`src/rtl/fetch_decode_unit_pkg.sv`:
```
// Shared definitions for the fetch/decode unit, program ROM and execute stage:
// opcodes, register names, instruction field positions and fetch states.
package fetch_decode_unit_pkg;

  localparam int OPC_HI   = 27;
  localparam int OPC_LO   = 24;
  localparam int DEST_HI  = 23;
  localparam int DEST_LO  = 16;
  localparam int SRC1_HI  = 15;
  localparam int SRC1_LO  = 8;
  localparam int SRC0_HI  = 7;
  localparam int SRC0_LO  = 0;
  localparam int IMM16_HI = 15;
  localparam int IMM24_HI = 23;
  localparam int DELAY_W  = 24;

  typedef enum logic [3:0] {
    OP_NOP = 4'd0,
    OP_STO = 4'd1,
    OP_ADD = 4'd2,
    OP_SUB = 4'd3,
    OP_JMP = 4'd4,
    OP_LED = 4'd5
  } opcode_e;

  localparam logic [7:0] R0 = 8'd0;
  localparam logic [7:0] R1 = 8'd1;
  localparam logic [7:0] R2 = 8'd2;
  localparam logic [7:0] R3 = 8'd3;
  localparam logic [7:0] R4 = 8'd4;
  localparam logic [7:0] R5 = 8'd5;
  localparam logic [7:0] R6 = 8'd6;
  localparam logic [7:0] R7 = 8'd7;

  typedef enum logic {
    ST_RUN   = 1'b0,
    ST_DELAY = 1'b1
  } state_e;

  function automatic logic [31:0] sat_inc32(input logic [31:0] v);
    return (v == 32'hFFFF_FFFF) ? v : v + 32'd1;
  endfunction

endpackage

```
`src/rtl/fetch_decode_unit_delay_counter.sv`:
```
// Loadable down-counter timing NOP delays; clear beats load, load beats decrement.
module delay_counter
  import fetch_decode_unit_pkg::*;
#(
  parameter int W = DELAY_W
) (
  input  logic         clk,
  input  logic         rst,
  input  logic         clear,
  input  logic         load,
  input  logic         en,
  input  logic [W-1:0] load_value,
  output logic [W-1:0] count,
  output logic         zero
);

  logic [W-1:0] count_r;

  // Countdown register; never decrements below zero.
  always_ff @(posedge clk or posedge rst) begin
    if (rst) begin
      count_r <= {W{1'b0}};
    end else if (clear) begin
      count_r <= {W{1'b0}};
    end else if (load) begin
      count_r <= load_value;
    end else if (en && (count_r != {W{1'b0}})) begin
      count_r <= count_r - {{(W-1){1'b0}}, 1'b1};
    end else begin
      count_r <= count_r;
    end
  end

  assign count = count_r;
  assign zero  = (count_r == {W{1'b0}});

endmodule

```
`src/rtl/fetch_decode_unit.sv`:
```
// Program counter, ROM fetch and field decode with local NOP delay and JMP handling.
// Optional performance counters are built when FETCH_PERF_CNT_EN is defined.
module fetch_decode_unit
  import fetch_decode_unit_pkg::*;
#(
  parameter int                ADDR_W   = 16,
  parameter int                INSTR_W  = 28,
  parameter logic [ADDR_W-1:0] RESET_PC = 16'd0
) (
  input  logic               Clock,
  input  logic               Reset,
  output logic [ADDR_W-1:0]  oAddress,
  input  logic [INSTR_W-1:0] iInstruction,
  input  logic               iStall,
  input  logic               iBranchTaken,
  input  logic [ADDR_W-1:0]  iBranchTarget,
  output logic               oValid,
  output logic [3:0]         oOpcode,
  output logic [7:0]         oDest,
  output logic [7:0]         oSrc1,
  output logic [7:0]         oSrc0,
  output logic [15:0]        oImm16,
  output logic [ADDR_W-1:0]  oPC,
  output logic               oDelayBusy
`ifdef FETCH_PERF_CNT_EN
  ,
  output logic [31:0]        oIssueCount,
  output logic [31:0]        oBubbleCount
`endif
);

  state_e               state_r;
  logic [ADDR_W-1:0]    pc_r;
  logic [ADDR_W-1:0]    dpc_r;
  logic [INSTR_W-1:0]   instr_r;
  logic                 valid_r;
  logic                 busy_r;

  logic [3:0]           opcode_s;
  logic [DELAY_W-1:0]   imm24_s;
  logic [15:0]          imm16_s;
  logic [ADDR_W-1:0]    pc_inc_s;
  logic                 last_s;
  logic                 cnt_load_s;
  logic                 cnt_en_s;
  logic [DELAY_W-1:0]   cnt_s;
  logic                 cnt_zero_s;

  // Field extraction of the word at PC and counter control for this cycle.
  always_comb begin
    opcode_s   = iInstruction[OPC_HI:OPC_LO];
    imm24_s    = iInstruction[IMM24_HI:0];
    imm16_s    = iInstruction[IMM16_HI:0];
    pc_inc_s   = pc_r + {{(ADDR_W-1){1'b0}}, 1'b1};
    last_s     = (cnt_s == 24'd1) || cnt_zero_s;
    cnt_load_s = 1'b0;
    cnt_en_s   = 1'b0;
    if (iBranchTaken || iStall) begin
      cnt_load_s = 1'b0;
      cnt_en_s   = 1'b0;
    end else if (state_r == ST_RUN) begin
      cnt_load_s = (opcode_s == OP_NOP);
      cnt_en_s   = 1'b0;
    end else begin
      cnt_load_s = 1'b0;
      cnt_en_s   = 1'b1;
    end
  end

  delay_counter #(.W(DELAY_W)) u_delay (
    .clk        (Clock),
    .rst        (Reset),
    .clear      (iBranchTaken),
    .load       (cnt_load_s),
    .en         (cnt_en_s),
    .load_value (imm24_s),
    .count      (cnt_s),
    .zero       (cnt_zero_s)
  );

  // Fetch FSM: redirect beats stall, stall freezes everything, else run or count down.
  always_ff @(posedge Clock or posedge Reset) begin
    if (Reset) begin
      state_r <= ST_RUN;
      pc_r    <= RESET_PC;
      dpc_r   <= {ADDR_W{1'b0}};
      instr_r <= {INSTR_W{1'b0}};
      valid_r <= 1'b0;
      busy_r  <= 1'b0;
    end else if (iBranchTaken) begin
      state_r <= ST_RUN;
      pc_r    <= iBranchTarget;
      valid_r <= 1'b0;
      busy_r  <= 1'b0;
    end else if (iStall) begin
      state_r <= state_r;
      pc_r    <= pc_r;
      valid_r <= valid_r;
      busy_r  <= busy_r;
    end else begin
      case (state_r)
        ST_RUN: begin
          instr_r <= iInstruction;
          dpc_r   <= pc_r;
          pc_r    <= pc_inc_s;
          case (opcode_s)
            OP_NOP: begin
              valid_r <= 1'b0;
              if (imm24_s != 24'd0) begin
                state_r <= ST_DELAY;
                busy_r  <= 1'b1;
              end else begin
                state_r <= ST_RUN;
                busy_r  <= 1'b0;
              end
            end
            OP_JMP: begin
              valid_r <= 1'b0;
              pc_r    <= ADDR_W'(imm16_s);
            end
            default: valid_r <= 1'b1;
          endcase
        end
        ST_DELAY: begin
          valid_r <= 1'b0;
          if (last_s) begin
            state_r <= ST_RUN;
            busy_r  <= 1'b0;
          end else begin
            state_r <= ST_DELAY;
            busy_r  <= 1'b1;
          end
        end
        default: begin
          state_r <= ST_RUN;
          valid_r <= 1'b0;
          busy_r  <= 1'b0;
        end
      endcase
    end
  end

  assign oAddress   = pc_r;
  assign oValid     = valid_r;
  assign oOpcode    = instr_r[OPC_HI:OPC_LO];
  assign oDest      = instr_r[DEST_HI:DEST_LO];
  assign oSrc1      = instr_r[SRC1_HI:SRC1_LO];
  assign oSrc0      = instr_r[SRC0_HI:SRC0_LO];
  assign oImm16     = instr_r[IMM16_HI:0];
  assign oPC        = dpc_r;
  assign oDelayBusy = busy_r;

`ifdef FETCH_PERF_CNT_EN
  logic [31:0] issue_cnt_r;
  logic [31:0] bubble_cnt_r;
  logic        bubble_s;

  // A bubble is any unstalled cycle that will not issue: flush, NOP, JMP or countdown.
  always_comb begin
    bubble_s = 1'b0;
    if (iBranchTaken) begin
      bubble_s = 1'b1;
    end else if (iStall) begin
      bubble_s = 1'b0;
    end else if (state_r == ST_DELAY) begin
      bubble_s = 1'b1;
    end else begin
      bubble_s = (opcode_s == OP_NOP) || (opcode_s == OP_JMP);
    end
  end

  // Saturating issue/bubble statistics.
  always_ff @(posedge Clock or posedge Reset) begin
    if (Reset) begin
      issue_cnt_r  <= 32'd0;
      bubble_cnt_r <= 32'd0;
    end else begin
      issue_cnt_r  <= (valid_r && !iStall) ? sat_inc32(issue_cnt_r) : issue_cnt_r;
      bubble_cnt_r <= bubble_s ? sat_inc32(bubble_cnt_r) : bubble_cnt_r;
    end
  end

  assign oIssueCount  = issue_cnt_r;
  assign oBubbleCount = bubble_cnt_r;
`endif

endmodule

```
`config.mk`:
```
export PLATFORM = sky130hd
export DESIGN_NAME = fetch_decode_unit
export DESIGN_NICKNAME = d
export VERILOG_FILES = /design/src/rtl/fetch_decode_unit_pkg.sv /design/src/rtl/fetch_decode_unit_delay_counter.sv /design/src/rtl/fetch_decode_unit.sv
export SDC_FILE = /design/constraint.sdc
export NUM_CORES = 1
export LEC_CHECK = 0
export BUFFER_PORTS_ARGS = -buffer_cell sky130_fd_sc_hd__buf_2
export CAP_MARGIN = 20
export CORE_MARGIN = 2
export CORE_UTILIZATION = 53
export DETAILED_ROUTE_END_ITERATION = 10
export PLACE_DENSITY = 0.78
export SYNTH_ARGS = -nofsm -noshare
export SYNTH_HDL_FRONTEND = slang
export SYNTH_SLANG_ARGS = --single-unit
```
`constraint.sdc`:
```
create_clock -name Clock -period 2.9 [get_ports Clock]
set_input_delay 0.145 -clock Clock [delete_from_list [all_inputs] [get_ports Clock]]
set_output_delay 0.145 -clock Clock [all_outputs]
set_load 0.1 [all_outputs]
```
==> impl_metrics.json <==
{
  "status": "finished clean",
  "p_comb_frac": 0.447,
  "drt_wl_total_um": 12200,
  "cp-start-kind": "flop",
  "core_area_um2": 8640,
  "ys_ff_latch": 87,
  "initial_core_util": 0.540,
  "reg2reg_to": "u_delay.count[4]",
  "numPlacedInstances": 659,
  "clk_path_buf_depth": 2,
  "die-area_um2": 9560,
  "p_switching_mw": 2.06,
  "htreeDepth": 3,
  "syn_nets": 514,
  "r2r_slack_ns": 0.21,
  "rsz0062_at_grt": "false",
  "maxCapViolCount": 0,
  "fp.dieH_um": 97.8,
  "ir_drop_mv": 0.442,
  "grt_max_degree": 88,
  "p_per_area_nw_per_um2": 750,
  "cp_slowest_cell": "or4_2",
  "required_ns": 3.17,
  "multi_input_area_um2": 2240,
  "finalCriticalPeriod_ns": 2.69,
  "ys_warn_count": 0,
  "hp-start": "iBranchTarget[1]",
  "async_flop_share": 1.00,
  "seq_power_share": 0.354,
  "holdCritPathClass": "input port to flop",
  "cts_resized": 0,
  "total_leakage_power_nw": 2.51,
  "path_cells": "or4_4 -> or4_2 -> o21ai_0 -> xor2_1 -> a211oi_1",
  "cts_setup_buffers": 0,
  "cts-root-buf": "clkbuf_8",
  "cts_tree": "built",
  "max_slew_margin": 0.447,
  "crit_fanout": 10,
  "fillCellCount": 713,
  "finalMaxSlewViolations": 0,
  "regArea_um2": 2180,
  "setup_viol": 0,
  "post-dp-hpwl_um": 8590,
  "power.share.clock": 0.199,
  "holdPathStages": 3,
  "insertedDiodeCount": 0,
  "grt_pass1_vias": 3842,
  "critPathKind": "flop to flop",
  "fp-row-count": 34,
  "yosysUniqueCellTypes": 52,
  "fin_nets": 619,
  "fp.dieW_um": 97.8,
  "clock-sinks": 87,
  "via_per_inst": 5.99,
  "critical_path.endpoint_type": "flop",
  "whs_endpoint": "oAddress[1]",
  "io_pins": 126,
  "dpl_cell_area_um2": 5270,
  "drc": 0,
  "post-route-period-util": 0.929,
  "syn2layout_area_growth_pct": 18.1,
  "synth_area_um2": 4660,
  "syn_inst": 462,
  "synth_edf_count": 0,
  "intPower_mw": 2.07,
  "wl_per_cell_um": 18.0,
  "tightest_slew_ns": 0.826,
  "place_congestion": 0.914,
  "fin_cells": 678,
  "antenna_found_initial": 0,
  "power.switching_fraction": 0.500,
  "clk_pin_slew_ns": 0.08,
  "ys_seq_area_frac": 0.467,
  "fin_setup_tns_ns": 0,
  "hold_viol_final": 0,
  "fin_area_um2": 5510,
  "arrival_ns": 2.96,
  "avgSynthCellArea_um2": 10.1,
  "cts-buffers-inserted": 9,
  "portBuffers": 125,
  "ys.flop_type": "dfrtp_1",
  "ant_nets": 0,
  "drt_first_pass_iters": 5,
  "worstReg2RegStart": "u_delay.count[2]",
  "skew_ns": 0.00853,
  "clkLatencyLatePin_ns": 0.36,
  "drt_iter0_drc": 292,
  "overflow": 0,
  "vias": 4064,
  "reg2reg_depth": 5,
  "drive_gt1_frac": 0.361,
  "max_freq_mhz": 371,
  "grt.total_usage": 0.256,
  "critical-path-max-stage-delay_ns": 0.83,
  "grt_pass1_wl_um": 19800
}
stage by stage:
stage	utilization	hold slack, ns	total power [mW]	worst slack [ns]
2_1_floorplan	-	0.264	3.06	0.322
3_3_place_gp	0.610	0.276	3.31	0.327
3_5_place_dp	0.610	0.281	3.33	0.223
4_1_cts	0.638	0.00252	4.15	0.242
5_1_grt	0.638	0.0114	4.28	0.137
6_report	0.638	0.00552	4.13	0.206
area by class of cell:
class,instances,area share
Timing Repair Buffer,138,0.136
Sequential cell,87,0.395
Clock inverter,4,0.00863
Multi-Input combinational cell,326,0.407
Clock buffer,10,0.0250
Tap cell,108,0.0245
Inverter,5,0.00364
cells in the final DEF (no fill, tap or decap), types with 6 or more instances in the layout:
cell | netlist | layout
a211oi_1 | 10 | 10
a21oi_1 | 26 | 26
a22o_1 | 7 | 7
buf_2 | 2 | 125
buf_4 | 16 | 7
clkbuf_8 | 0 | 10
dfrtp_1 | 87 | 87
mux2_2 | 44 | 44
nand2_1 | 31 | 31
nand3_1 | 12 | 12
nand4_1 | 11 | 11
nor2_1 | 36 | 36
nor3_1 | 10 | 9
nor4_1 | 14 | 14
o211ai_1 | 6 | 6
o21ai_0 | 25 | 25
or4_1 | 7 | 7
xnor2_1 | 10 | 10
xor2_1 | 12 | 12
what timing repair did:
item | in CTS | in global routing
hold endpoints to repair | 91 | 0
hold buffers | 5 | 0
endpoints found under the setup margin | 0 | 0
synthesized netlist by cell type (3+ instances only):
master / count / share of area
nor3_1: 10 / 0.011
and2_1: 3 / 0.0040
dfrtp_1: 87 / 0.47
xnor2_1: 10 / 0.019
o22ai_1: 3 / 0.0040
a22o_1: 7 / 0.013
or4_1: 7 / 0.011
and4_1: 3 / 0.0056
nand2b_1: 3 / 0.0040
or2_2: 4 / 0.0054
o211ai_1: 6 / 0.0097
clkbuf_1: 25 / 0.020
o21ai_0: 25 / 0.027
ha_1: 4 / 0.011
a311oi_1: 5 / 0.0094
mux2_2: 44 / 0.11
buf_4: 16 / 0.026
a211oi_1: 10 / 0.016
nor2_1: 36 / 0.029
nand3_1: 12 / 0.013
a31oi_1: 3 / 0.0040
nand2_1: 31 / 0.025
xor2_1: 12 / 0.023
nand3b_1: 3 / 0.0048
inv_1: 5 / 0.0040
o31ai_1: 5 / 0.0081
nand4_1: 11 / 0.015
a21oi_1: 26 / 0.028
nor4_1: 14 / 0.019
per-layer routing:
layer	global-route usage	wire length, um	vias up
met3	0.0394	810	19
met4	0.0897	221	0
met5	0	0	-
met2	0.405	5750	169
met1	0.364	5430	1969
li1	-	-	1907
worst max-delay path by stage:
| stage | from | end | slack, ns | depth (start not counted) |
|---|---|---|---|---|
| floorplan | u_delay.count[2] | u_delay.count[21] | 0.32 | 6 |
| global placement | u_delay.count[2] | u_delay.count[23] | 0.33 | 5 |
| detailed placement | u_delay.count[2] | u_delay.count[21] | 0.22 | 5 |
| CTS | u_delay.count[2] | u_delay.count[23] | 0.24 | 5 |
| global route | u_delay.count[12] | u_delay.count[21] | 0.14 | 5 |
| finish | u_delay.count[2] | u_delay.count[4] | 0.21 | 5 |
power by group through the flow:
stage / Clock [mW] / Sequential (mW) / Combinational [mW]
floorplan: 0 / 2.44 / 0.621
global placement: 0 / 1.47 / 1.83
detailed placement: 0 / 1.48 / 1.85
global route: 0.893 / 1.48 / 1.90
CTS: 0.843 / 1.46 / 1.85
finish: 0.822 / 1.46 / 1.85
state kept, by name, indices dropped and copies added (netlist names):
| register | count |
|---|---|
| instr_r | 28 |
| oAddress | 16 |
| oDelayBusy | 1 |
| oPC | 16 |
| oValid | 1 |
| state_r | 1 |
| u_delay.count | 24 |
cells by family after synthesis:
group,Yosys count,synth area share
buf+inv,49,0.0545
simple gates,149,0.169
mux,44,0.106
fa+ha+maj,4,0.0107
xor+xnor,22,0.0413
compound gates,107,0.151
flops,87,0.467
worst max-delay path: cells and delay by family, from the launching register on:
kind | cells | cell delay [ns]
AO/OA/AOI/OAI | 2 | 0.57
XOR/XNOR | 1 | 0.14
AND/OR/NAND/NOR | 2 | 1.46
flip-flops | 1 | 0.44
Note: power is estimated with default switching activity, not from simulation.
